### config.mk
export PLATFORM = sky130hd
export DESIGN_NAME = adxl362_spi_master_flat
export DESIGN_NICKNAME = d
export VERILOG_FILES = /design/src/rtl/adxl362_spi_master_if.sv /design/src/rtl/adxl362_spi_master.sv /design/src/flat_wrapper.sv
export SDC_FILE = /design/constraint.sdc
export NUM_CORES = 1
export LEC_CHECK = 0
export CORE_MARGIN = 8
export CORE_UTILIZATION = 50
export CTS_CLUSTER_DIAMETER = 200
export DETAILED_ROUTE_END_ITERATION = 7
export MAX_ROUTING_LAYER = met4
export PLACE_DENSITY = 0.74
export SLEW_MARGIN = 0
export SYNTH_ARGS = -nofsm -noshare
export SYNTH_HDL_FRONTEND = slang
export SYNTH_SLANG_ARGS = --single-unit
### constraint.sdc
create_clock -name clk_sys -period 2.67 [get_ports clk_sys]
set_input_delay 0.6675 -clock clk_sys [delete_from_list [all_inputs] [get_ports clk_sys]]
set_output_delay 0.6675 -clock clk_sys [all_outputs]
set_load 0.01 [all_outputs]
### src/rtl/adxl362_spi_master_if.sv
// Control-side handshake between the system controller and the ADXL362 SPI master.
// The controller uses the master modport; the SPI engine uses the slave modport.
interface adxl362_spi_master_if;
  logic        start;
  logic [1:0]  op;
  logic [5:0]  address;
  logic [7:0]  data_write;
  logic [15:0] data_read;
  logic        busy;
  logic        done;
  logic        error;

  modport master (
    output start, op, address, data_write,
    input  data_read, busy, done, error
  );

  modport slave (
    input  start, op, address, data_write,
    output data_read, busy, done, error
  );
endinterface

### src/rtl/adxl362_spi_master.sv
// SPI mode-0 master for the ADXL362: one 3-byte frame per accepted start
// (register write, register read or FIFO read), with setup/hold/deselect timing of CLK_DIV cycles.
module adxl362_spi_master #(
  parameter int unsigned CLK_DIV = 4
) (
  input  logic                       clk_sys,
  input  logic                       rst,
  adxl362_spi_master_if.slave        ctrl,
  output logic                       SCLK,
  output logic                       MOSI,
  input  logic                       MISO,
  output logic                       nCS
);

  localparam int unsigned     CntW    = $clog2(CLK_DIV + 1);
  localparam logic [CntW-1:0] CntLast = CntW'(CLK_DIV - 1);

  typedef enum logic [2:0] {StIdle, StSetup, StShift, StHold, StGap} state_e;

  state_e          state_q;
  logic [CntW-1:0] cnt_q;
  logic [4:0]      bit_q;
  logic [23:0]     tx_q;
  logic [15:0]     rx_q;
  logic [1:0]      op_q;
  logic [23:0]     frame;
  logic            cnt_end;

  assign cnt_end = (cnt_q == CntLast);

  always_comb begin
    frame = 24'h000000;
    unique case (ctrl.op)
      2'd0:    frame = {8'h0A, 2'b00, ctrl.address, ctrl.data_write};
      2'd1:    frame = {8'h0B, 2'b00, ctrl.address, 8'h00};
      2'd2:    frame = {8'h0D, 16'h0000};
      default: frame = 24'h000000;
    endcase
  end

  always_ff @(posedge clk_sys) begin
    if (rst) begin
      state_q        <= StIdle;
      cnt_q          <= '0;
      bit_q          <= 5'd0;
      tx_q           <= 24'h000000;
      rx_q           <= 16'h0000;
      op_q           <= 2'd0;
      SCLK           <= 1'b0;
      MOSI           <= 1'b0;
      nCS            <= 1'b1;
      ctrl.busy      <= 1'b0;
      ctrl.done      <= 1'b0;
      ctrl.error     <= 1'b0;
      ctrl.data_read <= 16'h0000;
    end else begin
      ctrl.done  <= 1'b0;
      ctrl.error <= 1'b0;
      unique case (state_q)
        StIdle: begin
          // A start coinciding with the done pulse is dropped, not queued.
          if (ctrl.start && !ctrl.done) begin
            if (ctrl.op == 2'd3) begin
              ctrl.done  <= 1'b1;
              ctrl.error <= 1'b1;
            end else begin
              op_q      <= ctrl.op;
              tx_q      <= frame;
              MOSI      <= frame[23];
              nCS       <= 1'b0;
              ctrl.busy <= 1'b1;
              cnt_q     <= '0;
              state_q   <= StSetup;
            end
          end
        end
        StSetup: begin
          if (cnt_end) begin
            cnt_q   <= '0;
            SCLK    <= 1'b1;
            rx_q    <= {rx_q[14:0], MISO};
            bit_q   <= 5'd23;
            state_q <= StShift;
          end else begin
            cnt_q <= cnt_q + 1'b1;
          end
        end
        StShift: begin
          if (!cnt_end) begin
            cnt_q <= cnt_q + 1'b1;
          end else begin
            cnt_q <= '0;
            if (SCLK) begin
              SCLK <= 1'b0;
              if (bit_q == 5'd0) begin
                MOSI    <= 1'b0;
                state_q <= StHold;
              end else begin
                bit_q <= bit_q - 5'd1;
                tx_q  <= {tx_q[22:0], 1'b0};
                MOSI  <= tx_q[22];
              end
            end else begin
              SCLK <= 1'b1;
              rx_q <= {rx_q[14:0], MISO};
            end
          end
        end
        StHold: begin
          if (cnt_end) begin
            cnt_q   <= '0;
            nCS     <= 1'b1;
            state_q <= StGap;
          end else begin
            cnt_q <= cnt_q + 1'b1;
          end
        end
        StGap: begin
          if (cnt_end) begin
            cnt_q     <= '0;
            ctrl.done <= 1'b1;
            ctrl.busy <= 1'b0;
            // rx_q holds bytes 2 and 3; the FIFO sends its low byte first.
            if (op_q == 2'd1) ctrl.data_read <= {8'h00, rx_q[7:0]};
            else if (op_q == 2'd2) ctrl.data_read <= {rx_q[7:0], rx_q[15:8]};
            state_q <= StIdle;
          end else begin
            cnt_q <= cnt_q + 1'b1;
          end
        end
        default: state_q <= StIdle;
      endcase
    end
  end

endmodule

### src/flat_wrapper.sv
// flat-port wrapper written by rule: the top's interface ports become plain ports
module adxl362_spi_master_flat 
#(
  parameter int unsigned CLK_DIV = 4
)
  (clk_sys, rst, SCLK, MOSI, MISO, nCS, ctrl_start, ctrl_op, ctrl_address, ctrl_data_write, ctrl_data_read, ctrl_busy, ctrl_done, ctrl_error);
  adxl362_spi_master_if ctrl_i ();
  input  logic clk_sys;
  input  logic rst;
  output logic SCLK;
  output logic MOSI;
  input  logic MISO;
  output logic nCS;
  input wire logic [$bits(ctrl_i.start)-1:0] ctrl_start;
  input wire logic [$bits(ctrl_i.op)-1:0] ctrl_op;
  input wire logic [$bits(ctrl_i.address)-1:0] ctrl_address;
  input wire logic [$bits(ctrl_i.data_write)-1:0] ctrl_data_write;
  output wire logic [$bits(ctrl_i.data_read)-1:0] ctrl_data_read;
  output wire logic [$bits(ctrl_i.busy)-1:0] ctrl_busy;
  output wire logic [$bits(ctrl_i.done)-1:0] ctrl_done;
  output wire logic [$bits(ctrl_i.error)-1:0] ctrl_error;
  assign ctrl_i.start = ctrl_start;
  assign ctrl_i.op = ctrl_op;
  assign ctrl_i.address = ctrl_address;
  assign ctrl_i.data_write = ctrl_data_write;
  assign ctrl_data_read = ctrl_i.data_read;
  assign ctrl_busy = ctrl_i.busy;
  assign ctrl_done = ctrl_i.done;
  assign ctrl_error = ctrl_i.error;
  adxl362_spi_master #(.CLK_DIV(CLK_DIV)) u_core (.clk_sys(clk_sys), .rst(rst), .ctrl(ctrl_i), .SCLK(SCLK), .MOSI(MOSI), .MISO(MISO), .nCS(nCS));
endmodule
==> results of run 1 <==
-- where the power goes --
| group | internal [uW] | switching [uW] | total [uW] |
|---|---|---|---|
| clock | 630 | 443 | 1070 |
| combinational | 102 | 108 | 211 |
| sequential | 1130 | 22.2 | 1160 |
-- worst max path at each step --
stage	slack, ns	startpoint	cells past startpoint	to
finish	0.44	ctrl_op[0]	7	u_core.tx_q[9]$_SDFFE_PP0P_
floorplan	0.52	ctrl_op[0]	6	u_core.tx_q[10]$_SDFFE_PP0P_
CTS	0.46	ctrl_op[0]	7	u_core.tx_q[11]$_SDFFE_PP0P_
detailed placement	0.1	ctrl_op[0]	7	u_core.tx_q[11]$_SDFFE_PP0P_
global placement	0.19	ctrl_op[0]	7	u_core.tx_q[17]$_SDFFE_PP0P_
global route	0.27	ctrl_op[0]	7	u_core.tx_q[6]$_SDFFE_PP0P_
-- kinds of logic after synthesis --
| group | after synthesis | synth area share [%] |
|---|---|---|
| AND/OR/NAND/NOR | 144 | 22.6 |
| adder cells (fa/ha/maj) | 7 | 2.66 |
| flip-flops | 74 | 45.0 |
| buffers and inverters | 36 | 4.64 |
| XOR/XNOR | 1 | 0.266 |
| multiplexers | 27 | 8.21 |
| AO/OA/AOI/OAI | 83 | 16.6 |
-- synth_stat cells (2+ instances only) --
cell,number
a211oi_1,10
a21oi_1,36
a311oi_1,18
a31oi_1,3
and3_1,2
and4b_1,2
buf_2,5
clkbuf_1,22
dfxtp_1,74
ha_1,7
inv_1,6
mux2i_1,27
nand2_1,38
nand2b_1,5
nand3_1,20
nand3b_1,8
nand4b_1,3
nor2_1,35
nor2b_1,3
nor3_1,9
nor3b_1,6
o21ai_0,5
o22ai_1,2
or2_2,3
-- placed cells by master, fill, tap and decap left out, types with 2 or more instances in the layout --
| master | netlist | routed |
|---|---|---|
| inv_1 | 6 | 6 |
| buf_12 | 0 | 2 |
| o21ai_0 | 5 | 5 |
| and4b_1 | 2 | 2 |
| o22ai_1 | 2 | 2 |
| or2_2 | 3 | 3 |
| nor2_1 | 35 | 35 |
| bufinv_16 | 0 | 3 |
| mux2i_1 | 27 | 27 |
| a31oi_1 | 3 | 3 |
| nand4b_1 | 3 | 3 |
| buf_4 | 1 | 11 |
| nor3b_1 | 6 | 5 |
| nor2b_1 | 3 | 3 |
| dfxtp_1 | 74 | 74 |
| nand3_1 | 20 | 20 |
| a311oi_1 | 18 | 18 |
| clkbuf_8 | 0 | 9 |
| nand2b_1 | 5 | 5 |
| nand2_1 | 38 | 38 |
| inv_6 | 0 | 3 |
| nor3_1 | 9 | 9 |
| ha_1 | 7 | 7 |
| clkdlybuf4s50_1 | 0 | 40 |
| nand3b_1 | 8 | 8 |
| a21oi_1 | 36 | 36 |
| a211oi_1 | 10 | 10 |
| and3_1 | 2 | 2 |
-- critical path, delay by kind of cell --
kind                       cells  cell delay [ns]
buffers and inverters          2             0.58
and+or+nand+nor                1             0.40
AOI/OAI and AO/OA              3             0.54
adders and majority gates      1             0.30
-- registers in the layout, indices dropped and copies added, names as in the netlist --
name,flops
u_core.cnt_q,3
u_core.nCS,1
u_core.MOSI,1
u_core.state_q,3
u_core.ctrl.data_read,16
u_core.op_q,2
u_core.ctrl.done,1
u_core.SCLK,1
u_core.ctrl.error,1
u_core.bit_q,5
u_core.rx_q,16
u_core.ctrl.busy,1
u_core.tx_q,23
-- stage by stage --
stage | util (%) | instances | setup WS (ns)
after detailed placement | 59.7 | 473 | 0.0963
after global placement | 59.7 | 473 | 0.192
after global routing | 63.6 | 489 | 0.271
final | 63.6 | 489 | 0.439
after floorplan | - | 372 | 0.517
after CTS | 63.6 | 489 | 0.461
-- layout make-up --
type,count,area [um^2]
timing repair buffer,54,528
tap,77,96.3
sequential,74,1480
multi-input combinational,262,1660
inverter,6,22.5
fill,546,2310
clock inverter,7,124
clock buffer,9,124
-- routing by layer --
metal | part of all wire, % | vias up | wire (um) | track usage (%)
li1 | - | 1410 | - | -
met1 | 45 | 1344 | 3540 | 19.8
met2 | 48 | 68 | 3780 | 26.8
met3 | 5.2 | 17 | 409 | 5.33
met4 | 2.2 | 0 | 178 | 7.46
met5 | 0 | - | 0 | -
==> results.cfg, run 1 <==
[run_status]
status = finished clean

[worst_setup_path]
r2r_slack_ns = 0.44
r2r-end = u_core.MOSI$_SDFFE_PP0P_
crit_type = input pin to flip-flop
cp.required_ns = 2.93
cp_cell_sequence = clkdlybuf4s50_1 > ha_1 > nor4b_2 > a21o_1 > buf_12 > a21oi_1 > a311oi_1
startpoint_type = input pin
cp_slowest_stage_delay_ns = 0.43
slowest_stage = clkdlybuf4s50_1
critPathCaptureType = flip-flop
worstPathArrival_ns = 2.49
r2r_start = u_core.state_q[2]$_SDFFE_PP0P_
crit_fanout = 16
rr_worst_depth = 4

[clock_tree]
post_cts_buffers = 0
clockBufferDepth = 2
cts_max_level = 3
ctsRootBufferMaster = clkbuf_8
clock_latency_ns = 0.35
cts-buffers-inserted = 9
cts_resized = 0
cts_tree = built
cts.sinks = 74
hold_buffers = 0
cts.clk_slew.worst_paths_ns = 0.08

[hold_path]
min_path_cells = 2
hp-class = flip-flop to flip-flop
min_to = u_core.nCS$_SDFFE_PP1P_
hold_start = u_core.nCS$_SDFFE_PP1P_

[die]
dieWidth_um = 97.1
core-area_um2 = 6350
ios = 42
initial_utilization_pct = 51.8
chipHeight_um = 97.1
fp-row-count = 29
dieArea_um2 = 9430

[yosys]
synth-seq-cells = 74
synth_flop_cell = dfxtp_1
synth_top_cell_area_share_pct = 45.0
syn_area_per_cell_um2 = 8.85
synth_area_um2 = 3290
yosys.area.top_type = dfxtp_1
syn_nets = 399
yosysWarnings = 0
synthDistinctLibCells = 47
ys_seq_area_share_pct = 45.0
synth_edf_count = 0
synth-async-reset-ratio_pct = 0
netlist_top_cells_area = dfxtp_1 (45%), mux2i_1 (8.2%), a21oi_1 (5.5%), a311oi_1 (4.8%), nand2_1 (4.3%)
syn_inst = 372

[routing]
drtIter0Drc = 133
vias_per_cell = 5.81
antenna_left = 0
first_pass_iters = 4
vias = 2839
drt_wl_total_um = 7910
routedWlPerCell_um = 16.2
drc_errors = 0

[layout]
fin_nets = 434
num_antenna_cells = 0
design_area_um2 = 4040
drive_gt1_share_pct = 9.47
area_growth_pct = 22.7

[timing]
whs_ns = 0.453
maxSlewHeadroom_pct = 22.0
min_period_ns = 2.23
skew_ns = 0.00735
tightest_slew_ns = 1.17
hold_viol_final = 0
finalSetupTns_ns = 0
post-route-period-util_pct = 83.6
slew_violations = 0
setup_viol = 0
rsz0062_at_grt = no
fmax_mhz = 448

[power_and_ir_drop]
peakVddDrop_mv = 0.505
total_power_uw = 2440
cellLeakagePower_uw = 0.00151
power_density_nw_per_um2 = 604

[global_route]
grt_pass1_vias = 2775
grt_overflow = 0
grt_start_max_net_pins = 30
grt_use_total_pct = 17.2
grt_antenna_before_repair = 0
grt_pass1_wl_um = 13300

[placement]
dp_hpwl_um = 5170
portBuffers = 41
gp_congestion = 0.809
place_area_um2 = 3790

[run]
maxCapViolCount = 0
(Power assumes the default switching activity.)
==> run 2, diff against run 1 <==
clock period = 2.34 ns   (was 2.67 ns; I/O delays follow)
==> run 2 against run 1 <==
Clock-buffer cell count unchanged. Critical path type unchanged. Global-route usage decreased by 0.30 points. Final area decreased by 0.28%. Largest cell class unchanged. Register-to-register slack got worse by 0.13 ns. Critical endpoint is now u_core.tx_q[1]$_SDFFE_PP0P_. First-iteration DRC count increased by 31%. Die area unchanged. Sequential power increased by 14%. Power increased by 0.97%.
==> results.cfg, run 2 (same netlist as run 1, synthesis figures left out) <==
[layout]
fin_nets = 440
multi_input_area_um2 = 1660
fill_cells = 547
drive_gt1_share_pct = 10.8
final_common_cell = dfxtp_1
top_regs = u_core.tx_q: 23 flops, u_core.ctrl.data_read: 16 flops, u_core.rx_q: 16 flops
seq_area_um2 = 1480
final_cell_mix = dfxtp_1 (74), clkdlybuf4s50_1 (40), nand2_1 (38), a21oi_1 (36), nor2_1 (35)
top_register = u_core.tx_q
num_antenna_cells = 0
area_growth_pct = 22.4
largest_reg_flops = 23

[run]
maxCapViolCount = 0

[worst_setup_path]
critPathCaptureType = flip-flop
worstPathArrival_ns = 2.34
r2r_start = u_core.state_q[0]$_SDFFE_PP0P_
crit_type = input pin to flip-flop
r2r_slack_ns = 0.31
cp.required_ns = 2.59
startpoint_type = input pin
r2r-end = u_core.MOSI$_SDFFE_PP0P_
rr_worst_depth = 4
crit_fanout = 16

[power_and_ir_drop]
total_power_uw = 2460
p_switching_uw = 657
power_density_nw_per_um2 = 612
peakVddDrop_mv = 0.509
cellLeakagePower_uw = 0.00152
clkPwrFrac_pct = 36.5
intPower_uw = 1810
seqPwrFrac_pct = 53.5
combPwrFrac_pct = 10.0
swShare_pct = 26.6

[timing]
fmax_mhz = 478
setup_viol = 0
hold_viol_final = 0
rsz0062_at_grt = no
skew_ns = 0.00618
fin_ws_ns = 0.248
tightest_slew_ns = 1.09
post-route-period-util_pct = 89.4
slew_violations = 0
min_period_ns = 2.09
maxSlewHeadroom_pct = 26.8

[clock_tree]
cts_tree = built
hold_buffers = 0
cts.sinks = 74
post_cts_buffers = 0
cts_max_level = 3
clock_latency_ns = 0.35
clockBufferDepth = 2
cts.clk_slew.worst_paths_ns = 0.08
cts-buffers-inserted = 9
ctsRootBufferMaster = clkbuf_8
cts_resized = 0

[run_status]
status = finished clean

[routing]
drc_errors = 0
drt_wl_total_um = 7630
antenna_left = 0
first_pass_iters = 5
routedWlPerCell_um = 15.4
drtIter0Drc = 174
vias = 2840
vias_per_cell = 5.74

[global_route]
grt_pass1_vias = 2735
grt_use_total_pct = 16.9
grt_start_max_net_pins = 35
grt_overflow = 0
grt_pass1_wl_um = 13000
grt_antenna_before_repair = 0

[die]
ios = 42
fp-row-count = 29
chipHeight_um = 97.1
initial_utilization_pct = 51.8
dieWidth_um = 97.1
core-area_um2 = 6350
dieArea_um2 = 9430

[hold_path]
hp-class = flip-flop to flip-flop
min_path_cells = 2
min_to = u_core.nCS$_SDFFE_PP1P_
hold_start = u_core.nCS$_SDFFE_PP1P_

[placement]
portBuffers = 41
dp_hpwl_um = 5280
pre_cts_slack_ns = -0.136
gp_congestion = 0.806
## run 2: worst max path at each step
stage	startpoint	to	slack, ns
after floorplan	ctrl_op[0]	u_core.tx_q[10]$_SDFFE_PP0P_	0.27
after global placement	ctrl_op[0]	u_core.tx_q[16]$_SDFFE_PP0P_	-0.006
after detailed placement	ctrl_op[0]	u_core.tx_q[6]$_SDFFE_PP0P_	-0.14
after CTS	ctrl_op[0]	u_core.tx_q[12]$_SDFFE_PP0P_	0.25
after global routing	ctrl_op[0]	u_core.tx_q[1]$_SDFFE_PP0P_	0.11
final	ctrl_op[0]	u_core.tx_q[1]$_SDFFE_PP0P_	0.25
## run 2: layout make-up
class / count / share of cell area, %
Sequential cell: 74 / 36.8
Tap cell: 77 / 2.39
Clock inverter: 7 / 1.37
Clock buffer: 9 / 3.08
Timing Repair Buffer: 60 / 14.5
Multi-Input combinational cell: 262 / 41.3
Inverter: 6 / 0.559
## run 2: power by group through the flow
stage	combinational (uW)	sequential, uW	clock (uW)
detailed placement	246	1350	0
global route	272	1320	964
floorplan	144	1340	0
global placement	239	1350	0
finish	246	1320	900
CTS	247	1320	916
## run 2: layer usage
layer / vias to the layer above / part of all wire, % / wire length (um) / global-route usage, %
met4: 0 / 1.5 / 114 / 6.04
met1: 1342 / 46 / 3520 / 19.6
met5: - / 0 / 0 / -
met3: 11 / 4.7 / 359 / 5.33
li1: 1418 / - / - / -
met2: 69 / 48 / 3640 / 26.8
## run 2: through the flow
stage,instance area (um^2),utilization (%),setup TNS (ns),cells,hold slack [ns]
3_3_place_gp,3850,60.6,-0.00785,479,0.432
5_1_grt,4030,63.4,0,495,0.467
3_5_place_dp,3850,60.6,-1.40,479,0.439
6_report,4030,63.4,0,495,0.446
4_1_cts,4030,63.4,0,495,0.449
2_1_floorplan,3290,-,0,372,0.428
## run 2: worst max-delay path, cell delays in order
cell and delay [ns]:
clkdlybuf4s50_1 0.43, ha_1 0.25, nor4b_2 0.38, a21o_1 0.17
buf_12 0.15, a21oi_1 0.07, a311oi_1 0.31
==> run 3, diff against run 2 <==
CORE_MARGIN = default   (was 8)
==> run 3 against run 2 <==
Flip-flop and latch count did not move. Setup slack worse by 0.0037 ns. Core utilization up 0.24 points. Via count grew 0.25%. Clock skew rose by 0.0069 ns. Routed wire length fell by 3.2%. First-iteration DRC count down 6.3%. Highest routed layer unchanged.
==> results.cfg, run 3 (same netlist as run 1, synthesis figures left out) <==
[placement]
dp_hpwl_um = 5000
portBuffers = 41
gp_congestion = 0.776

[die]
initial_utilization_pct = 51.8
fp-row-count = 29
chipHeight_um = 83.1
dieWidth_um = 83.1
dieArea_um2 = 6910
core-area_um2 = 6350
ios = 42

[power_and_ir_drop]
combPwrFrac_pct = 10.3
swShare_pct = 25.5
total_power_uw = 2470
cellLeakagePower_uw = 0.00153
p_switching_uw = 629
intPower_uw = 1840
seqPwrFrac_pct = 53.5
power_density_nw_per_um2 = 610
clkPwrFrac_pct = 36.3
peakVddDrop_mv = 0.465

[run_status]
status = finished clean

[clock_tree]
cts.sinks = 74
clock_latency_ns = 0.35
cts_tree = built
cts_max_level = 3
hold_buffers = 0
post_cts_buffers = 0
ctsRootBufferMaster = clkbuf_8
cts_resized = 0
cts.clk_slew.worst_paths_ns = 0.08
cts-buffers-inserted = 9
clockBufferDepth = 2

[worst_setup_path]
slowest_stage = clkdlybuf4s50_1
startpoint_type = input pin
cp_top_family = buffers and inverters
worstPathArrival_ns = 2.35
cp_slowest_stage_delay_ns = 0.46
crit_fanout = 16
path_buf_inv = 2
cp.required_ns = 2.59
cp_cell_sequence = clkdlybuf4s50_1 > ha_1 > nor4b_2 > a21o_1 > buf_12 > a21oi_1 > a311oi_1
critPathCaptureType = flip-flop
crit_type = input pin to flip-flop

[global_route]
grt_use_met2_pct = 36.9
grt_pass1_vias = 2713
grt_util_met1_pct = 28.7
grt_start_max_net_pins = 38
grt_overflow = 0
grt_pass1_wl_um = 12600
grt_use_total_pct = 23.0
grt_busiest_layer = met2
use_met3_pct = 4.17
grt_antenna_before_repair = 0

[timing]
setup_viol = 0
whs_ns = 0.446
rsz0062_at_grt = no
fmax_mhz = 477
slew_violations = 0
min_period_ns = 2.10
hold_viol_final = 0
skew_ns = 0.0131
post-route-period-util_pct = 89.6
maxSlewHeadroom_pct = 54.5
finalSetupTns_ns = 0
tightest_slew_ns = 0.683

[routing]
drt_wl_total_um = 7380
vias_per_cell = 5.73
antenna_left = 0
drc_errors = 0
drtIter0Drc = 163
vias = 2847
first_pass_iters = 4
routedWlPerCell_um = 14.9

[layout]
utilization_pct = 63.6
seq_area_um2 = 1480
area_growth_pct = 22.8
fill_cells = 551
final_cell_mix = dfxtp_1 (74), clkdlybuf4s50_1 (40), nand2_1 (38), a21oi_1 (36), nor2_1 (35)
top_regs = u_core.tx_q: 23 flops, u_core.ctrl.data_read: 16 flops, u_core.rx_q: 16 flops
fin_nets = 442
final_common_cell = dfxtp_1
top_register = u_core.tx_q
drive_gt1_share_pct = 11.0
multi_input_area_um2 = 1660
num_antenna_cells = 0
largest_reg_flops = 23

[run]
maxCapViolCount = 0

[hold_path]
hp-class = flip-flop to flip-flop
run 3: changes by cell type in the layout (fill, tap and decap cells not counted):
cell,before,now
buf_4,16,18
clkbuf_1,0,1
clkinv_4,3,1
clkbuf_8,9,10
run 3: worst paths after layout:
path | startpoint | endpoint | slack, ns | depth (start not counted)
worst max-delay path | ctrl_op[1] | u_core.tx_q[6]$_SDFFE_PP0P_ | 0.24 | 7
worst min-delay path | u_core.nCS$_SDFFE_PP1P_ | u_core.nCS$_SDFFE_PP1P_ | 0.45 | 2
worst max register to register | u_core.bit_q[0]$_SDFFE_PP0P_ | u_core.tx_q[6]$_SDFFE_PP0P_ | 0.34 | 7
worst min register to register | u_core.nCS$_SDFFE_PP1P_ | u_core.nCS$_SDFFE_PP1P_ | 0.45 | 2
run 3: stage by stage:
step	area [um^2]	std cells	setup slack, ns
after floorplan	3290	372	0.269
after global placement	3860	481	-0.0131
after detailed placement	3860	481	-0.135
after CTS	4040	497	0.230
after global routing	4040	497	0.0774
final	4040	497	0.244
run 3: layout make-up:
class | count | area share [%]
multi-input combinational | 262 | 41.1
clock buffer | 11 | 3.50
clock inverter | 5 | 0.929
inverter | 6 | 0.557
tap | 77 | 2.38
timing repair buffer | 62 | 14.9
sequential | 74 | 36.7
run 3: worst register-to-register path: stages, from the launching register on:
cell	delay, ns
dfxtp_1	0.34
inv_1	0.07
ha_1	0.21
or4b_1	0.60
a21oi_2	0.19
nor2_1	0.08
buf_12	0.16
a311oi_1	0.26
run 3: power groups by stage:
stage               sequential (uW)  combinational [uW]  clock [uW]
floorplan                      1340                 144           0
global placement               1350                 244           0
detailed placement             1350                 250           0
CTS                            1320                 252         910
global route                   1320                 276         975
finish                         1320                 253         895
run 3: metal layers:
metal	share of wire [%]	up-vias
met1	48	1349
li1	-	1419
met5	0	-
met4	1.9	0
met2	46	66
met3	3.9	13
